**src/rtl/veririsc_sequencer.sv**
```systemverilog
// -----------------------------------------------------------------------------
// veririsc_sequencer
//   Instruction-phase controller for the VeriRISC CPU. An internal 3-bit phase
//   counter walks eight phases per instruction. The load/enable strobes for the
//   PC, accumulator, IR and memory are decoded combinationally from the
//   registered phase, the IR opcode and the accumulator zero flag.
//
//   Optional feature (macro SEQ_SINGLE_STEP_EN):
//     When defined, an extra input 'step' is present. The sequencer parks in
//     phase 0 until a cycle with step=1, then runs phases 1..7 freely.
//     When undefined, there is no step port and phase 0 lasts one cycle.
//
// Parameters
//   WIDTH     opcode width (the opcode encoding assumes 3)
//   CYC_W     width of the retired-instruction counter
//
// Ports
//   clk        in   rising-edge clock
//   rst        in   synchronous active-high reset
//   step       in   single-step advance (only with SEQ_SINGLE_STEP_EN)
//   opcode     in   IR opcode, used in phases 4..7
//   zero       in   accumulator == 0
//   sel        out  address mux select: 1 = PC, 0 = IR operand
//   rd         out  memory read enable
//   ld_ir      out  IR load
//   inc_pc     out  PC increment
//   halt       out  HLT decoded (phase 4), held high while halted
//   ld_pc      out  PC load (jump)
//   data_e     out  AC -> data bus drive enable
//   ld_ac      out  AC load
//   wr         out  memory write strobe
//   halted     out  sticky halt status, cleared only by rst
//   phase      out  current phase (debug/trace)
//   instr_cnt  out  retired instructions, saturating
// -----------------------------------------------------------------------------
module veririsc_sequencer #(
  parameter int WIDTH = 3,
  parameter int CYC_W = 16
) (
  input  logic             clk,
  input  logic             rst,
`ifdef SEQ_SINGLE_STEP_EN
  input  logic             step,
`endif
  input  logic [WIDTH-1:0] opcode,
  input  logic             zero,
  output logic             sel,
  output logic             rd,
  output logic             ld_ir,
  output logic             inc_pc,
  output logic             halt,
  output logic             ld_pc,
  output logic             data_e,
  output logic             ld_ac,
  output logic             wr,
  output logic             halted,
  output logic [2:0]       phase,
  output logic [CYC_W-1:0] instr_cnt
);

  typedef enum logic [2:0] {
    INST_ADDR  = 3'd0,
    INST_FETCH = 3'd1,
    INST_LOAD  = 3'd2,
    IDLE       = 3'd3,
    OP_ADDR    = 3'd4,
    OP_FETCH   = 3'd5,
    ALU_OP     = 3'd6,
    STORE      = 3'd7
  } phase_t;

  localparam logic [WIDTH-1:0] OP_HLT = WIDTH'(0);
  localparam logic [WIDTH-1:0] OP_SKZ = WIDTH'(1);
  localparam logic [WIDTH-1:0] OP_ADD = WIDTH'(2);
  localparam logic [WIDTH-1:0] OP_AND = WIDTH'(3);
  localparam logic [WIDTH-1:0] OP_XOR = WIDTH'(4);
  localparam logic [WIDTH-1:0] OP_LDA = WIDTH'(5);
  localparam logic [WIDTH-1:0] OP_STO = WIDTH'(6);
  localparam logic [WIDTH-1:0] OP_JMP = WIDTH'(7);

  localparam logic [CYC_W-1:0] CNT_MAX = {CYC_W{1'b1}};

  phase_t           phase_q;
  phase_t           phase_d;
  logic [2:0]       phase_inc;
  logic             halted_q;
  logic             halted_d;
  logic [CYC_W-1:0] cnt_q;
  logic [CYC_W-1:0] cnt_d;
  logic             advance;

  logic is_hlt;
  logic is_skz;
  logic is_alu;
  logic is_sto;
  logic is_jmp;

  assign is_hlt = (opcode == OP_HLT);
  assign is_skz = (opcode == OP_SKZ);
  assign is_alu = (opcode == OP_ADD) || (opcode == OP_AND) ||
                  (opcode == OP_XOR) || (opcode == OP_LDA);
  assign is_sto = (opcode == OP_STO);
  assign is_jmp = (opcode == OP_JMP);

  assign phase_inc = phase_q + 3'd1;

  // Next-state logic. A HLT in phase 4 sets the sticky flag instead of
  // advancing, so the phase freezes at 4. The retired-instruction count only
  // moves on a real 7->0 wrap, which can never happen while halted.
  always_comb begin
    phase_d  = phase_q;
    halted_d = halted_q;
    cnt_d    = cnt_q;
    advance  = 1'b0;
    if (!halted_q) begin
      if ((phase_q == OP_ADDR) && is_hlt) begin
        halted_d = 1'b1;
      end else begin
        advance = 1'b1;
`ifdef SEQ_SINGLE_STEP_EN
        if ((phase_q == INST_ADDR) && !step) begin
          advance = 1'b0;
        end
`endif
      end
    end
    if (advance) begin
      phase_d = phase_t'(phase_inc);
      if ((phase_q == STORE) && (cnt_q != CNT_MAX)) begin
        cnt_d = cnt_q + 1'b1;
      end
    end
  end

  // State registers with synchronous reset.
  always_ff @(posedge clk) begin
    if (rst) begin
      phase_q  <= INST_ADDR;
      halted_q <= 1'b0;
      cnt_q    <= '0;
    end else begin
      phase_q  <= phase_d;
      halted_q <= halted_d;
      cnt_q    <= cnt_d;
    end
  end

  // Strobe decode from the registered phase. Reset overrides everything;
  // once halted only the halt indication stays high.
  always_comb begin
    sel    = 1'b0;
    rd     = 1'b0;
    ld_ir  = 1'b0;
    inc_pc = 1'b0;
    halt   = 1'b0;
    ld_pc  = 1'b0;
    data_e = 1'b0;
    ld_ac  = 1'b0;
    wr     = 1'b0;
    if (rst) begin
      sel = 1'b0;
    end else if (halted_q) begin
      halt = 1'b1;
    end else begin
      unique case (phase_q)
        INST_ADDR: begin
          sel = 1'b1;
        end
        INST_FETCH: begin
          sel = 1'b1;
          rd  = 1'b1;
        end
        INST_LOAD, IDLE: begin
          sel   = 1'b1;
          rd    = 1'b1;
          ld_ir = 1'b1;
        end
        OP_ADDR: begin
          inc_pc = 1'b1;
          halt   = is_hlt;
        end
        OP_FETCH: begin
          rd = is_alu;
        end
        ALU_OP: begin
          rd     = is_alu;
          inc_pc = is_skz && zero;
          ld_pc  = is_jmp;
          data_e = is_sto;
        end
        STORE: begin
          rd     = is_alu;
          ld_ac  = is_alu;
          ld_pc  = is_jmp;
          wr     = is_sto;
          data_e = is_sto;
        end
        default: begin
          sel = 1'b0;
        end
      endcase
    end
  end

  assign halted    = halted_q;
  assign phase     = phase_q;
  assign instr_cnt = cnt_q;

endmodule

```
**config.mk**
```make
export PLATFORM = sky130hd
export DESIGN_NAME = veririsc_sequencer
export DESIGN_NICKNAME = d
export VERILOG_FILES = /design/src/rtl/veririsc_sequencer.sv
export SDC_FILE = /design/constraint.sdc
export NUM_CORES = 1
export LEC_CHECK = 0
export ABC_AREA = 1
export CORE_ASPECT_RATIO = 0.7
export CORE_MARGIN = 2
export CORE_UTILIZATION = 52
export CTS_CLUSTER_SIZE = 10
export DETAILED_ROUTE_END_ITERATION = 12
export PLACE_DENSITY = 0.87
export SLEW_MARGIN = 10
export SYNTH_ARGS = -nofsm -noshare
export SYNTH_HDL_FRONTEND = slang
export SYNTH_SLANG_ARGS = --single-unit
```
**constraint.sdc**
```tcl
create_clock -name clk -period 2.7 [get_ports clk]
set_input_delay 0.81 -clock clk [delete_from_list [all_inputs] [get_ports clk]]
set_output_delay 0.81 -clock clk [all_outputs]
set_load 0.01 [all_outputs]
```
Word level (Yosys, flattened, before mapping). Cells that the tools add are included.

Flip-flop bits (word level): 20. Input bits: 6. Word-level logic and storage cells: 65.

Add/sub/neg operators: 2. Equal/unequal tests: 15. Muxes and demuxes: 31. Reduce and logical (&&, ||, !) cells: 14.

Operators by type and width (number): two-way mux 1 bit (29); equality test 3 bit (second input constant) (8); adder 16 x 1 -> 16 bit (second input constant) (1); != test 16 bit (second input constant) (1); equality test 3 x 2 -> 1 bit (second input constant) (4); equality test 3 x 1 -> 1 bit (second input constant) (2); zero test 3 bit (2); OR reduction 3 bit (2); case mux 1 bit (2 select lines) (2); OR reduction 2 bit (2); OR reduction 4 bit (1); adder 3 x 1 -> 3 bit (second input constant) (1); logical AND 1 bit (3); logical OR 1 bit (3); AND reduction 2 bit (1).

Depth between registers and ports, before layout.
Word-level depth: 7. Depth in mapped cells: 12. Mapped depth without buffers: 11.

Least setup slack after synthesis. OpenSTA, ideal clock, no wires.

Kind: input-to-output. From: input rst. To: output ld_pc. Arrival time: 1428 ps. Required time: 1890 ps. Slack: 462 ps. Stages: 3. Path buffers: 0. Path through: nor2_1 -> inv_1 -> nor4_1.

Longest elaborated chain between the ends: 1.

RTL lines: start: declaration (line 41) `input logic rst,`; two-way mux 1 bit (line 160) `if (rst) begin`; end: declaration (line 52) `output logic ld_pc,`.

Every way passes these cells.

Final worst setup path.
From: input opcode[0]. To: output halt.

Longest elaborated chain between the ends: 4.

RTL lines: start: declaration (line 45) `input logic [WIDTH-1:0] opcode,`; zero test 3 bit (line 98) `assign is_hlt = (opcode == OP_HLT);`; two-way mux 1 bit (line 165) `unique case (phase_q)`; two-way mux 1 bit (line 162) `end else if (halted_q) begin`; two-way mux 1 bit (line 160); end: declaration (line 51) `output logic halt,`.

Every way passes these cells.

==> impl_metrics.env <==
export IMPL_yosysWarnings=0
export IMPL_num_fill_cells=200
export IMPL_period_needed_ns=2.610
export IMPL_tightest_slew_ns=0.5148
export IMPL_cpMaxStageDelayCell="clkdlybuf4s50_1"
export IMPL_synthCells=207
export IMPL_netlist_area_um2=1335
export IMPL_drc=0
export IMPL_cts_buffers=3
export IMPL_start_util=0.5430
export IMPL_cts_sinks=20
export IMPL_antenna_cells=0
export IMPL_root_buffer="clkbuf_8"
export IMPL_register_area_um2=402.9
export IMPL_portBuffers=34
export IMPL_status="completed"
export IMPL_grt_max_degree=13
export IMPL_wirelength_um=3587
export IMPL_pre_cts_slack_ns=-0.4561
export IMPL_ios=35
export IMPL_fin_skew_ns=0.001207
export IMPL_area_growth_pct=36.74
export IMPL_syn_area_per_cell_um2=6.449
export IMPL_placed_area_um2=1739
export IMPL_drive_gt1_frac=0.1640
export IMPL_vias=1435
export IMPL_p_leak_nw=0.7599
export IMPL_finalMaxSlewViolations=0
export IMPL_cts_max_level=1
export IMPL_wire_per_inst_um=12.63
export IMPL_grt_overflow=0
export IMPL_die_w_um=64.56
export IMPL_worstHoldPathCells=2
export IMPL_crit_arrival_ns=1.80
export IMPL_clock_path_buffers=2
export IMPL_setup_viol=0
export IMPL_fin_ws_ns=0.09002
export IMPL_slowest_delay_ns=0.42
export IMPL_max_slew_margin=0.6565
export IMPL_drt_pass1_iter_count=4
export IMPL_clk_latency_ns=0.26
export IMPL_hold_violations=0
export IMPL_r2r_cells=12
export IMPL_fin_crit_sh=0.9667
export IMPL_path_max_fanout=3
export IMPL_path_class="in -> out"
export IMPL_vdd_drop_max_mv=0.3912
export IMPL_yosys_register_bits=20
export IMPL_power_density_nw_per_um2=392.1
export IMPL_grt_pass1_wl_um=5582
export IMPL_ys_seq_area_frac=0.2999
export IMPL_grt_setup_unrepaired="no"
export IMPL_cts_tree="built"
export IMPL_antenna_found_initial=0
export IMPL_nNetsFinal=265
export IMPL_multi_input_area_um2=837.1
export IMPL_crit_path_start_kind="input pin"
export IMPL_viasPerCell=5.053
export IMPL_die_area_um2=2995
export IMPL_gp_congestion=0.8363
export IMPL_dp_hpwl_um=2609
export IMPL_drtIter0Drc=124
export IMPL_die_h_um=46.40
export IMPL_synth_nets=221
export IMPL_end_kind="output pin"
export IMPL_final_area_um2=1826
export IMPL_rows=15
export IMPL_grt_pass1_vias=1181
export IMPL_track_usage=0.2482
export IMPL_hold_class="reg -> reg"
export IMPL_postRouteAntennaNets=0
export IMPL_cap_violations=0
export IMPL_cp_required_ns=1.89
export IMPL_clk_pin_slew_worst_paths_ns=0.07
export IMPL_ys_types=24
export IMPL_core_um2=2459
export IMPL_fmax_ghz=0.3831
export IMPL_crit_chain="clkdlybuf4s50_1 > inv_1 > nand3_1 > nand2_1 > inv_2 > nor2_1 > buf_2"
-- through the flow --
stage,hold WS (ns),power (W),instances,utilization,TNS [ns]
finish,0.5202,0.0007158,284,0.7425,0
global route,0.5421,0.0007429,284,0.7425,0
CTS,0.5196,0.0007150,284,0.7425,0
detailed placement,0.5077,0.0004199,278,0.7074,-3.458
global placement,0.4972,0.0004172,278,0.7074,-2.984
floorplan,0.5146,0.0003690,207,-,0
-- layout by cell type (no fill, tap or decap), types with 3 or more instances in the layout --
| cell type | instances |
|---|---|
| a21oi_1 | 19 |
| buf_2 | 4 |
| buf_4 | 9 |
| clkbuf_8 | 3 |
| clkdlybuf4s50_1 | 22 |
| dfxtp_1 | 18 |
| dlygate4sd2_1 | 6 |
| ha_1 | 8 |
| inv_1 | 18 |
| inv_2 | 4 |
| nand2_1 | 56 |
| nand3_1 | 13 |
| nand4_1 | 4 |
| nor2_1 | 30 |
| nor2_2 | 6 |
| nor2_4 | 3 |
| o21ai_0 | 4 |
| xor2_1 | 4 |
-- Yosys cell counts (all sizes together) --
cell type  count  area, µm²
nand3         15      85.08
clkinv         2      7.510
nor3           3      20.02
nor4           2      12.51
o211ai         1      7.510
a21oi         20      100.1
o21ai          4      20.02
nand2         58      222.7
inv           22      82.58
nor2          39      176.4
xnor2          1      8.760
dfxtp         20      400.4
xor2           4      35.03
buf            4      31.27
nand4          4      25.02
ha             8      100.1
-- report_power, final --
part	internal [W]	switching (W)
combinational	0.0000465	0.0000580
clock	0.000198	0.000104
sequential	0.000302	0.00000752
total	0.000546	0.000170
-- what timing repair did --
item / 4_1_cts / 5_1_grt
hold buffers: 0 / 0
endpoints found under the setup margin: 9 / 2
pin swaps: 3 / 0
buffers inserted: 2 / 0
resized for setup: 34 / 4
-- per-layer routing --
layer / global-route usage / routed length, µm
met2: 0.3917 / 1585
met3: 0.05134 / 229
met4: 0.03830 / 17
met1: 0.3589 / 1755
met5: 0 / 0
-- path summary, 6_finish.rpt --
| check | from | to | slack [ns] |
|---|---|---|---|
| worst max-delay path | opcode[0] | halt | 0.09 |
| worst min-delay path | instr_cnt[0]$_SDFFE_PP0P_ | instr_cnt[0]$_SDFFE_PP0P_ | 0.52 |
| worst max register to register | phase[1]$_SDFFE_PP0P_ | instr_cnt[5]$_SDFFE_PP0P_ | 0.79 |
| worst min register to register | instr_cnt[0]$_SDFFE_PP0P_ | instr_cnt[0]$_SDFFE_PP0P_ | 0.52 |
-- cell type report --
| type | count | share of cell area |
|---|---|---|
| flip-flops and latches | 20 | 0.2207 |
| clock inverters | 1 | 0.01645 |
| multi-input cells | 159 | 0.4585 |
| clock buffers | 3 | 0.02262 |
| well taps | 34 | 0.02330 |
| repair buffers | 43 | 0.2090 |
| inverters | 24 | 0.04935 |
-- state kept, by name, summed over array words and instances, names as in the netlist --
register   cells
phase          3
instr_cnt     16
halted         1
-- logic make-up (layout without fill, tap and decap cells) --
logic type      count (synthesis)  after routing  synth area share
simple gates                  121            121            0.4058
xor+xnor                        5              5           0.03280
fa+ha+maj                       8              8           0.07498
buf+inv                        28             71           0.09090
compound gates                 25             25           0.09560
flops                          20             20            0.2999
-- worst max-delay path: cells and delay by family --
family / cells / cell delay [ns]
buf+inv: 4 / 0.70
simple gates: 3 / 0.28
(Power assumes the default switching activity.)
